===== config.mk =====
export PLATFORM = sky130hd
export DESIGN_NAME = tag_tx
export DESIGN_NICKNAME = d
export VERILOG_FILES = /design/src/rtl/tag_tx.sv
export SDC_FILE = /design/constraint.sdc
export NUM_CORES = 1
export LEC_CHECK = 0
export BUFFER_PORTS_ARGS = -buffer_cell sky130_fd_sc_hd__buf_2
export CORE_UTILIZATION = 35
export DETAILED_ROUTE_END_ITERATION = 16
export HOLD_SLACK_MARGIN = 0.15
export REMOVE_ABC_BUFFERS = 1
export SETUP_SLACK_MARGIN = 0.2
export SLEW_MARGIN = 0
export SYNTH_ARGS = -nofsm -noshare
export SYNTH_HDL_FRONTEND = slang
export SYNTH_SLANG_ARGS = --single-unit

===== constraint.sdc =====
create_clock -name clk -period 1.73 [get_ports clk]
set_input_delay 0.0865 -clock clk [delete_from_list [all_inputs] [get_ports clk]]
set_output_delay 0.0865 -clock clk [all_outputs]
set_load 0.02 [all_outputs]

===== src/rtl/tag_tx.sv =====
// tag_tx -- transmit-side symbol modulator for the tag datapath.
//
// Takes symbol indices from the framing logic and, for each symbol, emits
// SYMB_LEN phase words forming a ramp whose step is index * PH_INC.  The phase
// stream feeds the NCO/CORDIC sin/cos generator.
//
// Ports:
//   clk, reset (async, active-low), srst (sync, active-high, same effect)
//   symb_tdata/symb_tvalid/symb_tlast/symb_tready : symbol input stream
//   ph_tdata/ph_tvalid/ph_tlast/ph_tready         : phase output stream
//   symbN     : index of the symbol being transmitted (0 if it was illegal)
//   busy      : high while in LOAD or RUN
//   err       : sticky flag, set when an index >= NSYMB is received
//   dbg_state : current FSM state (0 IDLE, 1 LOAD, 2 RUN)
//
// Handshakes: a transfer happens on a rising clk edge where tvalid and tready
// are both high.  Neither tvalid nor tready here depends combinationally on
// the other side; ph_tvalid stays high and ph_tdata/ph_tlast stay stable
// while RUN waits for ph_tready.
//
// Build option: define TAG_TX_PHASE_CONT_EN for phase-continuous output
// (LOAD keeps the accumulator, so each symbol continues from where the
// previous one ended).  Undefined: every symbol starts at phase 0.

module tag_tx #(
   parameter int                     PHASE_WIDTH = 24,
   parameter int                     NSYMB_WIDTH = 16,
   parameter int                     NSYMB       = 64,
   parameter int                     SYMB_LEN    = 256,
   parameter int                     LEN_WIDTH   = 16,
   parameter logic [PHASE_WIDTH-1:0] PH_INC      = 24'h010000
) (
   input  logic                   clk,
   input  logic                   reset,
   input  logic                   srst,
   input  logic [NSYMB_WIDTH-1:0] symb_tdata,
   input  logic                   symb_tvalid,
   input  logic                   symb_tlast,
   output logic                   symb_tready,
   output logic [PHASE_WIDTH-1:0] ph_tdata,
   output logic                   ph_tvalid,
   output logic                   ph_tlast,
   input  logic                   ph_tready,
   output logic [NSYMB_WIDTH-1:0] symbN,
   output logic                   busy,
   output logic                   err,
   output logic [1:0]             dbg_state
);

   localparam logic [NSYMB_WIDTH-1:0] NSYMB_W  = NSYMB_WIDTH'(NSYMB);
   localparam logic [LEN_WIDTH-1:0]   LAST_CNT = LEN_WIDTH'(SYMB_LEN - 1);

   typedef enum logic [1:0] {
      IDLE = 2'd0,
      LOAD = 2'd1,
      RUN  = 2'd2
   } state_t;

   state_t state, state_nxt;

   logic [NSYMB_WIDTH-1:0] sym_reg;
   logic                   last_reg;
   logic [PHASE_WIDTH-1:0] inc_reg;
   logic [PHASE_WIDTH-1:0] acc;
   logic [LEN_WIDTH-1:0]   cnt;
   logic                   err_reg;

   logic take;   // symbol accepted this cycle
   logic load;   // LOAD cycle: set up increment and counter
   logic step;   // phase word handed downstream this cycle
   logic legal;

   assign legal = (symb_tdata < NSYMB_W);

   always_ff @(posedge clk or negedge reset) begin
      if (!reset) begin
         state <= IDLE;
      end else if (srst) begin
         state <= IDLE;
      end else begin
         state <= state_nxt;
      end
   end

   always_comb begin
      state_nxt   = state;
      symb_tready = 1'b0;
      ph_tvalid   = 1'b0;
      ph_tlast    = 1'b0;
      take        = 1'b0;
      load        = 1'b0;
      step        = 1'b0;
      case (state)
         IDLE: begin
            symb_tready = 1'b1;
            if (symb_tvalid) begin
               take      = 1'b1;
               state_nxt = LOAD;
            end
         end
         LOAD: begin
            load      = 1'b1;
            state_nxt = RUN;
         end
         RUN: begin
            ph_tvalid = 1'b1;
            ph_tlast  = last_reg && (cnt == LAST_CNT);
            if (ph_tready) begin
               step = 1'b1;
               if (cnt == LAST_CNT) begin
                  state_nxt = IDLE;
               end
            end
         end
         default: state_nxt = IDLE;
      endcase
   end

   always_ff @(posedge clk or negedge reset) begin
      if (!reset) begin
         sym_reg  <= '0;
         last_reg <= 1'b0;
         inc_reg  <= '0;
         acc      <= '0;
         cnt      <= '0;
         err_reg  <= 1'b0;
      end else if (srst) begin
         sym_reg  <= '0;
         last_reg <= 1'b0;
         inc_reg  <= '0;
         acc      <= '0;
         cnt      <= '0;
         err_reg  <= 1'b0;
      end else begin
         if (take) begin
            // Illegal indices are transmitted as symbol 0 and flagged.
            sym_reg  <= legal ? symb_tdata : '0;
            last_reg <= symb_tlast;
            if (!legal) begin
               err_reg <= 1'b1;
            end
         end
         if (load) begin
            // Only the low PHASE_WIDTH bits of the index can affect the
            // product modulo 2^PHASE_WIDTH, so narrowing first is exact.
            inc_reg <= PHASE_WIDTH'(sym_reg) * PH_INC;
            cnt     <= '0;
`ifdef TAG_TX_PHASE_CONT_EN
            // Accumulator carries over: phase-continuous output.
`else
            acc     <= '0;
`endif
         end
         if (step) begin
            acc <= acc + inc_reg;
            cnt <= cnt + LEN_WIDTH'(1);
         end
      end
   end

   assign ph_tdata  = acc;
   assign symbN     = sym_reg;
   assign err       = err_reg;
   assign busy      = (state != IDLE);
   assign dbg_state = state;

endmodule


# [After elaboration in Yosys (flattened, before gate mapping)]
# Cells that the tools add are included.
# W data, S select, Z words.
[word_totals] reg_bits=84 in_bits=22 out_inout_bits=47 wordCells=54
[op_classes] addsub=2 order_cmp=1 eq_ne=7 n_mux=29 reduce_logical=8
[ops] op="$mux W24" count=5
[ops] op="$mux W16" count=6
[ops] op="$add A24 B24 Y24" count=1
[ops] op="$add A16 B1 Y16 const B" count=1
[ops] op="$eq A16 B8 Y1 const B" count=1
[ops] op="$lt A16 B7 Y1 const B" count=1
[ops] op="$mux W1" count=13
[ops] op="$ne A3 B3 Y1 const B" count=3
[ops] op="$mux W2" count=4
[ops] op="$pmux W2 S3" count=1
[ops] op="$reduce_bool A2 Y1" count=3
[ops] op="$reduce_and A3 Y1" count=1
[ops] op="$reduce_bool A3 Y1" count=1
[ops] op="$eq A2 B1 Y1 const B" count=1
[ops] op="$eq A2 B2 Y1 const B" count=1
[ops] op="$logic_not A2 Y1" count=1
[ops] op="$ne A2 B2 Y1 const B" count=1
[ops] op="$reduce_and A2 Y1" count=1
[ops] op="$logic_and A1 B1 Y1" count=1

# [Depth between registers and ports, before layout]
# Gate-level depths: netlist of the first run.
[logic_depth] ltp_word=5 depth_mapped=7 ltp_nobuf=7

# [Worst setup path before layout of the first run]
# Ideal clock, no wire load.
[synth_timing] kind="register to register" from="register acc[16] (netlist: ph_tdata[16])" to="register acc[22] (netlist: ph_tdata[22])" setup_ns=0.127 t_arrival_ns=1.716 required_time_ns=1.603 path_slack_ns=-0.113 path_stages_with_launch=8 n_path_buf=0 period_less_slack_ns=1.843 path_cell_list="dfrtp_1 ha_1 fa_1 a21oi_1 o21ai_0 a21oi_1 xor2_1 o21ai_0"
[synth_via] elab_chain_len=3
[synth_rtl] item="start: declaration" line_no="64" rtl="logic [PHASE_WIDTH-1:0] acc;"
[synth_rtl] item="start signal: assignment" line_no="155" rtl="acc <= acc + inc_reg;"
[synth_rtl] item="$add A24 B24 Y24" line_no="155"
[synth_rtl] item="$mux W24" line_no="154" rtl="if (step) begin"
[synth_rtl] item="$mux W24" line_no="127" rtl="end else if (srst) begin"
# No other way between the ends.
# A chain may end at the register's enable or synchronous reset.

# [Worst setup path after layout of the first run]
[layout_timing] from="register cnt[1]" to="output ph_tlast"
[layout_via] elab_chain_len=3
[layout_rtl] item="start: declaration" line_no="65" rtl="logic [LEN_WIDTH-1:0] cnt;"
[layout_rtl] item="start signal: assignment" line_no="156" rtl="cnt <= cnt + LEN_WIDTH'(1);"
[layout_rtl] item="$eq A16 B8 Y1" line_no="107" rtl="ph_tlast = last_reg && (cnt == LAST_CNT);"
[layout_rtl] item="$logic_and A1 B1 Y1" line_no="107"
[layout_rtl] item="$mux W1" line_no="93" rtl="case (state)"
[layout_rtl] item="end: declaration" line_no="42" rtl="output logic ph_tlast,"
# No other way between the ends.

==> results.json, run 1 <==
{
  "path_cells": "ha_2, inv_2, nor3_4, and3_4, and3_4, buf_6",
  "coreArea_um2": 7292,
  "use_met1": 0.2063,
  "cp.arrival_ns": 1.60,
  "power_mw": 2.212,
  "syn_area_per_cell_um2": 9.534,
  "die_x_um": 89.18,
  "timing.fmax_mhz": 593.1,
  "finalCritPeriodShare": 0.9746,
  "synthCells": 279,
  "ioPinCount": 69,
  "drive_above_1_share": 0.3460,
  "wirelength_um": 5845,
  "clk_pin_slew_worst_paths_ns": 0.11,
  "cts_tree": "yes",
  "synth_seq_cells": 52,
  "ir_worst_vdd_uv": 353.0,
  "fin_skew_ns": 0.01384,
  "holdWs_ns": 0.1846,
  "ant_nets": 0,
  "rows": 31,
  "cts_root_buf": "clkbuf_8",
  "tns_ns": 0,
  "min_period_ns": 1.686,
  "syn2layout_area_growth_pct": 31.42,
  "rsz0062_at_grt": "yes",
  "outcome": "finished clean",
  "path_common_cell": "and3_4",
  "insertedDiodeCount": 0,
  "p_leak_nw": 1.704,
  "gp_congestion": 0.8473,
  "max_cap_viol_count": 0,
  "reg2reg_setup_slack_ns": 0.06,
  "min_from": "symb_tdata[9]",
  "yosysWarnings": 0,
  "htreeDepth": 2,
  "avgRoutedWirePerCell_um": 12.54,
  "dieHeight_um": 89.18,
  "grtUsageMet3": 0.03509,
  "first_pass_iters": 4,
  "grt_pass1_wl_um": 9632,
  "grtUsageTotal": 0.1573,
  "critical_path.top_delay_family": "simple AND/OR/NAND/NOR gates",
  "synth_edf_count": 0,
  "pre_cts_ws_ns": -0.09073,
  "finalHoldViolations": 0,
  "top_usage_layer": "met2",
  "slew_violations": 0,
  "die-area_um2": 7953,
  "async_flop_share": 1.000,
  "hold_end": "symbN[3]",
  "setup-violations-final": 0,
  "placement.io_buffers": 52,
  "ys_types": 43,
  "drt_iter0_drc": 139,
  "worst_ep_required_time_ns": 1.64,
  "antenna_found_initial": 0,
  "synth_ff_type": "dfrtp_1",
  "crit_path_end_kind": "output pin",
  "cts_sinks": 52,
  "synth_seq_area_share": 0.4892,
  "critPathSlowestCell": "dfrtp_1",
  "start_util": 0.3648,
  "route.vias.total": 2212,
  "use_met2": 0.2595,
  "max_stage_delay_ns": 0.38,
  "grt_max_degree": 23,
  "timing.final.ws_setup_ns": 0.04399,
  "holdPathStages": 5,
  "dp_hpwl_um": 4033,
  "path_max_fanout": 3,
  "reg2reg_from": "ph_tdata[16]",
  "grt_pass1_vias": 2054,
  "cp_num_buf_inv": 2,
  "drc": 0,
  "reg2reg_to": "ph_tdata[22]",
  "cp-start-kind": "flip-flop",
  "cts_buffers": 5,
  "overflow": 0,
  "clockBufferDepth": 2,
  "worstSetupPathType": "flip-flop to output pin",
  "synth_area_um2": 2660,
  "p_per_area_nw_per_um2": 632.7,
  "avgViaCountPerCell": 4.747,
  "finalNetCount": 397,
  "hold_path.class": "input port to flip-flop",
  "clk-insertion-delay-late_ns": 0.31,
  "r2r.worst_path.cells": 7
}
==> worst max path at each step <==
stage	from	endpoint	slack [ns]	cells past startpoint
after floorplan	dbg_state[1]	cnt[4]	-0.37	5
after global placement	ph_tdata[16]	ph_tdata[22]	-0.07	7
after detailed placement	ph_tdata[16]	ph_tdata[23]	-0.09	7
after CTS	cnt[1]	ph_tlast	-0.05	6
after global routing	cnt[1]	ph_tlast	-0.04	6
final	cnt[1]	ph_tlast	0.04	6
==> worst min-delay path: stages <==
cell and delay [ns]:
buf_2 0.08, nor4_2 0.03, buf_4 0.14, nand2_1 0.06, o21ai_0 0.06
==> cell families after synthesis <==
logic type	Yosys count	synth area share
compound gates	71	0.1510
other cells	1	0.001410
fa+ha+maj	9	0.04516
simple gates	102	0.2037
xor+xnor	8	0.02634
buf+inv	34	0.07573
mux	2	0.007526
flops	52	0.4892
==> report_power, final <==
group | internal (mW) | leakage, nW | switching (mW) | total [mW]
Sequential | 1.22 | 0.714 | 0.00613 | 1.23
Combinational | 0.0906 | 0.946 | 0.157 | 0.248
Clock | 0.296 | 0.0452 | 0.440 | 0.735
==> area by class of cell <==
type,instances,area (µm²)
Tap cell,99,123.9
Fill cell,720,3796
Inverter,5,18.77
Clock buffer,5,68.82
Timing Repair Buffer,94,616.8
Clock inverter,3,25.02
Sequential cell,52,1309
Multi-Input combinational cell,208,1334
==> Yosys cell counts, types with 3 or more instances <==
cell type	instances	area (µm²)
nor2b_1	3	18.77
nor4_1	4	25.02
nor2_1	11	41.29
nand2_1	42	157.7
buf_4	17	127.6
ha_1	8	100.1
inv_1	5	18.77
buf_2	8	40.04
a31oi_1	6	37.54
xor2_1	3	26.28
a21oi_1	16	80.08
xnor2_1	5	43.79
nand4_1	6	37.54
a22o_1	3	26.28
and3_1	5	31.28
o21ai_0	33	165.2
o21ai_1	5	25.02
nand3_1	5	25.02
and2_1	11	68.82
dfrtp_1	52	1301
nor3_1	4	20.02
==> metal layers <==
layer	vias to the layer above	routed length, µm
li1	1110	-
met1	1025	2730
met2	72	2746
met3	5	314
met4	0	53
met5	-	0
==> metrics by stage <==
step | cell area (µm²) | cells | util
after floorplan | 2534 | 265 | -
after global placement | 3060 | 435 | 0.4197
after detailed placement | 3060 | 435 | 0.4197
after CTS | 3328 | 454 | 0.4564
after global routing | 3496 | 466 | 0.4794
final | 3496 | 466 | 0.4794
==> cells in the final DEF, fill, tap and decap left out, types with 2 or more instances in the layout <==
master         instances
mux2i_1                2
nand4_1                6
xor2_1                 3
and2_1                11
and3_1                 2
buf_4                 28
inv_6                  2
dfrtp_2                6
buf_6                  5
nor3_4                 2
nand2b_1               2
xnor2_1                4
a31oi_1                6
nor4_1                 4
o21ai_2                3
nand2_1               41
clkbuf_8               5
a22o_1                 3
ha_4                   2
buf_2                 52
nor3_1                 4
and3_4                 2
nand3_1                5
dlygate4sd3_1          9
conb_1                16
ha_2                   3
nor2_1                10
inv_1                  4
a21oi_1               14
ha_1                   3
dfrtp_1               46
o21ai_0               17
o21ai_1               18
==> timing repair <==
| action | in CTS | in global routing |
|---|---|---|
| hold buffers | 9 | 0 |
| pin swaps | 14 | 11 |
| cloned | 0 | 1 |
| buffers inserted | 2 | 11 |
| setup endpoints to repair | 26 | 25 |
| resized for setup | 25 | 30 |
| endpoints found under the hold margin | 29 | 0 |
No activity file was read; power rests on OpenSTA's default activity.
==> run 2: changes to the inputs <==
- BUFFER_PORTS_ARGS: -buffer_cell sky130_fd_sc_hd__buf_2 -> -buffer_cell sky130_fd_sc_hd__buf_4
- SKIP_LAST_GASP: not set -> 1
==> results.json, run 2 (synthesized netlist as in run 1, its figures left out) <==
{
  "outcome": "finished, violations left",
  "violations": "negative setup slack",
  "final_util": 0.4942,
  "cts_buffers": 5,
  "p_seq_frac": 0.556,
  "antenna_found_initial": 0,
  "internal-power_mw": 1.626,
  "holdWs_ns": 0.1800,
  "ir_worst_vdd_uv": 336.5,
  "die_x_um": 89.18,
  "fin_skew_ns": 0.01351,
  "avgViaCountPerCell": 4.802,
  "htreeDepth": 2,
  "crit_path_end_kind": "output pin",
  "relSlewSlack": 0.5627,
  "max_stage_delay_ns": 0.42,
  "slew_violations": 0,
  "rows": 31,
  "path_cells": "ha_2, inv_2, nor3_4, and3_4, and3_4, buf_6",
  "cts_root_buf": "clkbuf_8",
  "drive_above_1_share": 0.3233,
  "p_leak_nw": 1.723,
  "path_common_cell": "and3_4",
  "ioPinCount": 69,
  "drt_iter0_drc": 99,
  "placement.io_buffers": 52,
  "dieHeight_um": 89.18,
  "clock_power_share": 0.321,
  "placed_area_um2": 3183,
  "critPathSlowestCell": "dfrtp_1",
  "worst_ep_required_time_ns": 1.64,
  "cts_tree": "yes",
  "avgRoutedWirePerCell_um": 12.98,
  "path_max_fanout": 5,
  "clockBufferDepth": 2,
  "wirelength_um": 6023,
  "coreArea_um2": 7292,
  "p_sw_mw": 0.5850,
  "tns_ns": -0.04563,
  "min_period_ns": 1.776,
  "cp-start-kind": "flip-flop",
  "setup-violations-final": 1,
  "fill_cells": 704,
  "dp_cells": 434,
  "max_cap_viol_count": 0,
  "start_util": 0.3648,
  "route.vias.total": 2228,
  "rsz0062_at_grt": "yes",
  "ant_nets": 0,
  "p_sw_frac": 0.2645,
  "overflow": 0,
  "cp.arrival_ns": 1.69,
  "worstSetupPathType": "flip-flop to output pin",
  "timing.fmax_mhz": 563.2,
  "insertedDiodeCount": 0,
  "grtUsageTotal": 0.1594,
  "final_cells": 464,
  "dp_hpwl_um": 4180,
  "combinationalPowerShare": 0.124,
  "finalNetCount": 395,
  "grt_pass1_wl_um": 9811,
  "layout_commonest_cell": "buf_4",
  "post-route-cell-area_um2": 3603,
  "p_per_area_nw_per_um2": 613.6,
  "grt_pass1_vias": 2116,
  "gp_congestion": 0.8210,
  "mostFrequentLayoutCells": "buf_4, dfrtp_1, nand2_1",
  "worstMarginPinSlew_ns": 0.6560,
  "reg2reg_setup_slack_ns": 0.04,
  "timing.final.ws_setup_ns": -0.04563,
  "first_pass_iters": 4,
  "clk_pin_slew_worst_paths_ns": 0.10,
  "finalCritPeriodShare": 1.026,
  "cts_sinks": 52,
  "drc": 0,
  "clk-insertion-delay-late_ns": 0.31,
  "grt_max_degree": 53,
  "die-area_um2": 7953,
  "hold_path.class": "input port to flip-flop",
  "finalHoldViolations": 0,
  "syn2layout_area_growth_pct": 35.47
}
## run 2: cell count changes in the layout (fill, tap and decap cells not counted), moves of 2 or more
cell,delta
dfrtp_1,+2
buf_2,-52
o21ai_1,-4
dfrtp_2,-2
o21ai_0,+4
buf_4,+49
## run 2: cell type report
cell class / count / area [µm²] / share of cell area
clock inverters: 3 / 22.52 / 0.006250
flip-flops and latches: 52 / 1306 / 0.3625
multi-input cells: 208 / 1326 / 0.3681
well taps: 99 / 123.9 / 0.03438
clock buffers: 5 / 68.82 / 0.01910
repair buffers: 92 / 737.0 / 0.2045
inverters: 5 / 18.77 / 0.005208
## run 2: through the flow
step           power [mW]  setup WS, ns
6_report            2.211      -0.04563
3_3_place_gp        1.487      -0.06991
4_1_cts             2.224      -0.04051
3_5_place_dp        1.490       -0.1044
5_1_grt             2.322       -0.1429
2_1_floorplan       1.353       -0.3707
## run 2: path summary, 6_finish.rpt
path / start / end / depth (start not counted)
min reg2reg: symbN[11] / symbN[11] / 1
min in group asynchronous: reset / last_reg / 2
max in group asynchronous: reset / cnt[8] / 2
min: symb_tdata[9] / symbN[3] / 5
max reg2reg: ph_tdata[17] / ph_tdata[22] / 7
max: cnt[1] / ph_tlast / 6
## run 2: routing by layer
metal | up-vias | track usage | part of all wire
met1 | 1043 | 0.2113 | 0.45
met4 | 0 | 0.04762 | 0.0078
met5 | - | 0 | 0
li1 | 1116 | - | -
met2 | 65 | 0.2700 | 0.50
met3 | 4 | 0.02493 | 0.044
## run 2: worst max-delay path: cells and delay by family, from the launching register on
| family | cells | cell delay (ns) |
|---|---|---|
| simple gates | 3 | 0.56 |
| fa+ha+maj | 1 | 0.22 |
| flops | 1 | 0.42 |
| buf+inv | 2 | 0.18 |
## run 2: repair_timing
action                                  CTS  global route
pin swaps                                10            13
setup buffers                             5             7
endpoints found under the setup margin   39            37
gates resized for setup                  18            27
endpoints found under the hold margin    63             0
hold buffers                             10             0
cloned                                    0             0
## run 2: power groups by stage
stage                     Clock, mW  Combinational, mW  Sequential (mW)
after floorplan                   0             0.0917             1.26
after global placement            0              0.235             1.25
after detailed placement          0              0.238             1.25
after CTS                     0.734              0.261             1.23
after global routing          0.791              0.301             1.23
final                         0.709              0.274             1.23
==> run 3: changes to the inputs <==
- ABC_AREA: not set -> 1
==> results.json, run 3 <==
{
  "yosysWarnings": 0,
  "tns_ns": 0,
  "p_sw_mw": 0.6842,
  "cp-start-kind": "flip-flop",
  "worst_ep_required_time_ns": 1.64,
  "crit_path_end_kind": "output pin",
  "timing.fmax_mhz": 627.6,
  "cts_tree": "yes",
  "synth-adder-area-share": 0.04150,
  "yosys-mux-area-fraction": 0,
  "start_util": 0.3688,
  "combinationalPowerShare": 0.146,
  "reg2reg_to": "ph_tdata[18]",
  "relSlewSlack": 0.5545,
  "grt_pass1_wl_um": 10870,
  "setup-violations-final": 0,
  "synth_area_um2": 2894,
  "first_pass_iters": 4,
  "drt_iter0_drc": 117,
  "r2r.worst_path.cells": 5,
  "p_seq_frac": 0.532,
  "synth.most_common_cell": "nand2_1",
  "antenna_found_initial": 0,
  "max_cap_viol_count": 0,
  "wirelength_um": 6377,
  "reg2reg_setup_slack_ns": 0.17,
  "worstSetupPathType": "flip-flop to output pin",
  "cts_sinks": 52,
  "p_leak_nw": 1.863,
  "avgViaCountPerCell": 4.617,
  "overflow": 0,
  "async_flop_share": 1.000,
  "finalNetCount": 477,
  "insertedDiodeCount": 0,
  "fin_skew_ns": 0.004964,
  "synth_top_family_by_area": "simple AND/OR/NAND/NOR gates",
  "avgRoutedWirePerCell_um": 11.62,
  "layout_commonest_cell": "nand2_1",
  "drive_above_1_share": 0.2729,
  "timing.final.ws_setup_ns": 0.1365,
  "p_per_area_nw_per_um2": 632.0,
  "grt_max_degree": 53,
  "slew_violations": 0,
  "grtUsageTotal": 0.1570,
  "syn2layout_area_growth_pct": 27.54,
  "die_x_um": 92.93,
  "syn_area_per_cell_um2": 7.929,
  "post-route-cell-area_um2": 3691,
  "drc": 0,
  "holdPathStages": 4,
  "p_sw_frac": 0.2933,
  "ant_nets": 0,
  "grt_pass1_vias": 2381,
  "coreArea_um2": 7848,
  "reg2reg_from": "inc_reg[16]",
  "synth-simple-area-share": 0.2758,
  "clk_pin_slew_worst_paths_ns": 0.10,
  "path_max_fanout": 2,
  "placed_area_um2": 3339,
  "cp.arrival_ns": 1.51,
  "synth_area_leaders": "dfrtp_1, nand2_1, inv_1, nor2_1, nand3_1",
  "synth_seq_cells": 52,
  "synthCells": 365,
  "finalCritPeriodShare": 0.9211,
  "ys_types": 32,
  "rsz0062_at_grt": "yes",
  "mostFrequentLayoutCells": "nand2_1, buf_4, inv_1",
  "rows": 32,
  "dieHeight_um": 92.93,
  "clock_power_share": 0.321,
  "synth-compound-area-share": 0.09814,
  "die-area_um2": 8636,
  "internal-power_mw": 1.648,
  "min_period_ns": 1.593,
  "outcome": "finished clean",
  "clk-insertion-delay-late_ns": 0.31,
  "min_from": "ph_tready",
  "route.vias.total": 2535,
  "gp_congestion": 0.8140,
  "finalHoldViolations": 0,
  "cts_root_buf": "clkbuf_8",
  "dp_hpwl_um": 4415,
  "clockBufferDepth": 2,
  "placement.io_buffers": 52,
  "netlist.area_leader.share": 0.4496,
  "yosys.area.top_type": "dfrtp_1",
  "synth_seq_area_share": 0.4496,
  "holdWs_ns": 0.1861,
  "synth_xor_area_frac": 0.006053,
  "htreeDepth": 2,
  "cts_buffers": 5,
  "fill_cells": 791,
  "synth_ff_type": "dfrtp_1",
  "ioPinCount": 69,
  "hold_end": "dbg_state[1]",
  "synth_common_cells": "nand2_1, dfrtp_1, inv_1",
  "synth_edf_count": 0,
  "hold_path.class": "input port to flip-flop",
  "pre_cts_ws_ns": 0.2095,
  "ir_worst_vdd_uv": 342.0,
  "worstMarginPinSlew_ns": 0.6682
}
run 3: stage by stage:
step                instances  power [mW]    util
floorplan                 360       1.442       -
global placement          518       1.580  0.4255
detailed placement        518       1.582  0.4255
CTS                       541       2.362  0.4574
global route              549       2.445  0.4703
finish                    549       2.333  0.4703
run 3: logic make-up after synthesis:
group | Yosys count
xor+xnor | 2
compound gates | 48
flops | 52
fa+ha+maj | 9
simple gates | 177
other cells | 1
buf+inv | 76
run 3: final cells by class:
| class | instances | area (µm²) | area share |
|---|---|---|---|
| Clock buffer | 5 | 68.82 | 0.01864 |
| Clock inverter | 3 | 26.28 | 0.007119 |
| Inverter | 56 | 210.2 | 0.05695 |
| Multi-Input combinational cell | 252 | 1331 | 0.3607 |
| Sequential cell | 52 | 1305 | 0.3536 |
| Tap cell | 102 | 127.6 | 0.03458 |
| Timing Repair Buffer | 79 | 621.8 | 0.1685 |
run 3: power by group through the flow:
stage                     registers [mW]  clock network [mW]  logic, mW
after floorplan                     1.27                   0      0.167
after detailed placement            1.26                   0      0.317
final                               1.24               0.750      0.342
after global routing                1.24               0.820      0.381
after CTS                           1.24               0.780      0.342
after global placement              1.26                   0      0.316
run 3: per-layer routing:
layer,wire length [µm],vias to the layer above,track usage,part of all wire
met5,0,-,0,0
met4,55,0,0.03590,0.0086
met3,401,6,0.03530,0.063
met2,3053,74,0.2635,0.48
met1,2867,1172,0.2055,0.45
li1,-,1283,-,-
run 3: critical path: stages (launching register included):
cell and delay (ns):
dfrtp_1 0.37, ha_2 0.20, inv_1 0.05, nor2_2 0.11, nand2_2 0.08, inv_2 0.06, nand2_2 0.06, nor3_2 0.11
buf_4 0.16
run 3: worst max-delay path by stage:
stage	depth (start not counted)	from	to
after floorplan	7	cnt[0]	ph_tlast
after global placement	6	ph_tdata[16]	ph_tdata[20]
after detailed placement	6	ph_tdata[16]	ph_tdata[20]
after CTS	8	cnt[1]	ph_tlast
after global routing	8	cnt[1]	ph_tlast
final	8	cnt[1]	ph_tlast
run 3: repair_timing:
action                                 in CTS  in global routing
setup endpoints to repair                   2                 10
endpoints found under the hold margin      65                  0
gates cloned                                0                  0
setup buffers                               5                  8
hold buffers                               10                  0
pin swaps                                   2                  6
gates resized for setup                     7                 15
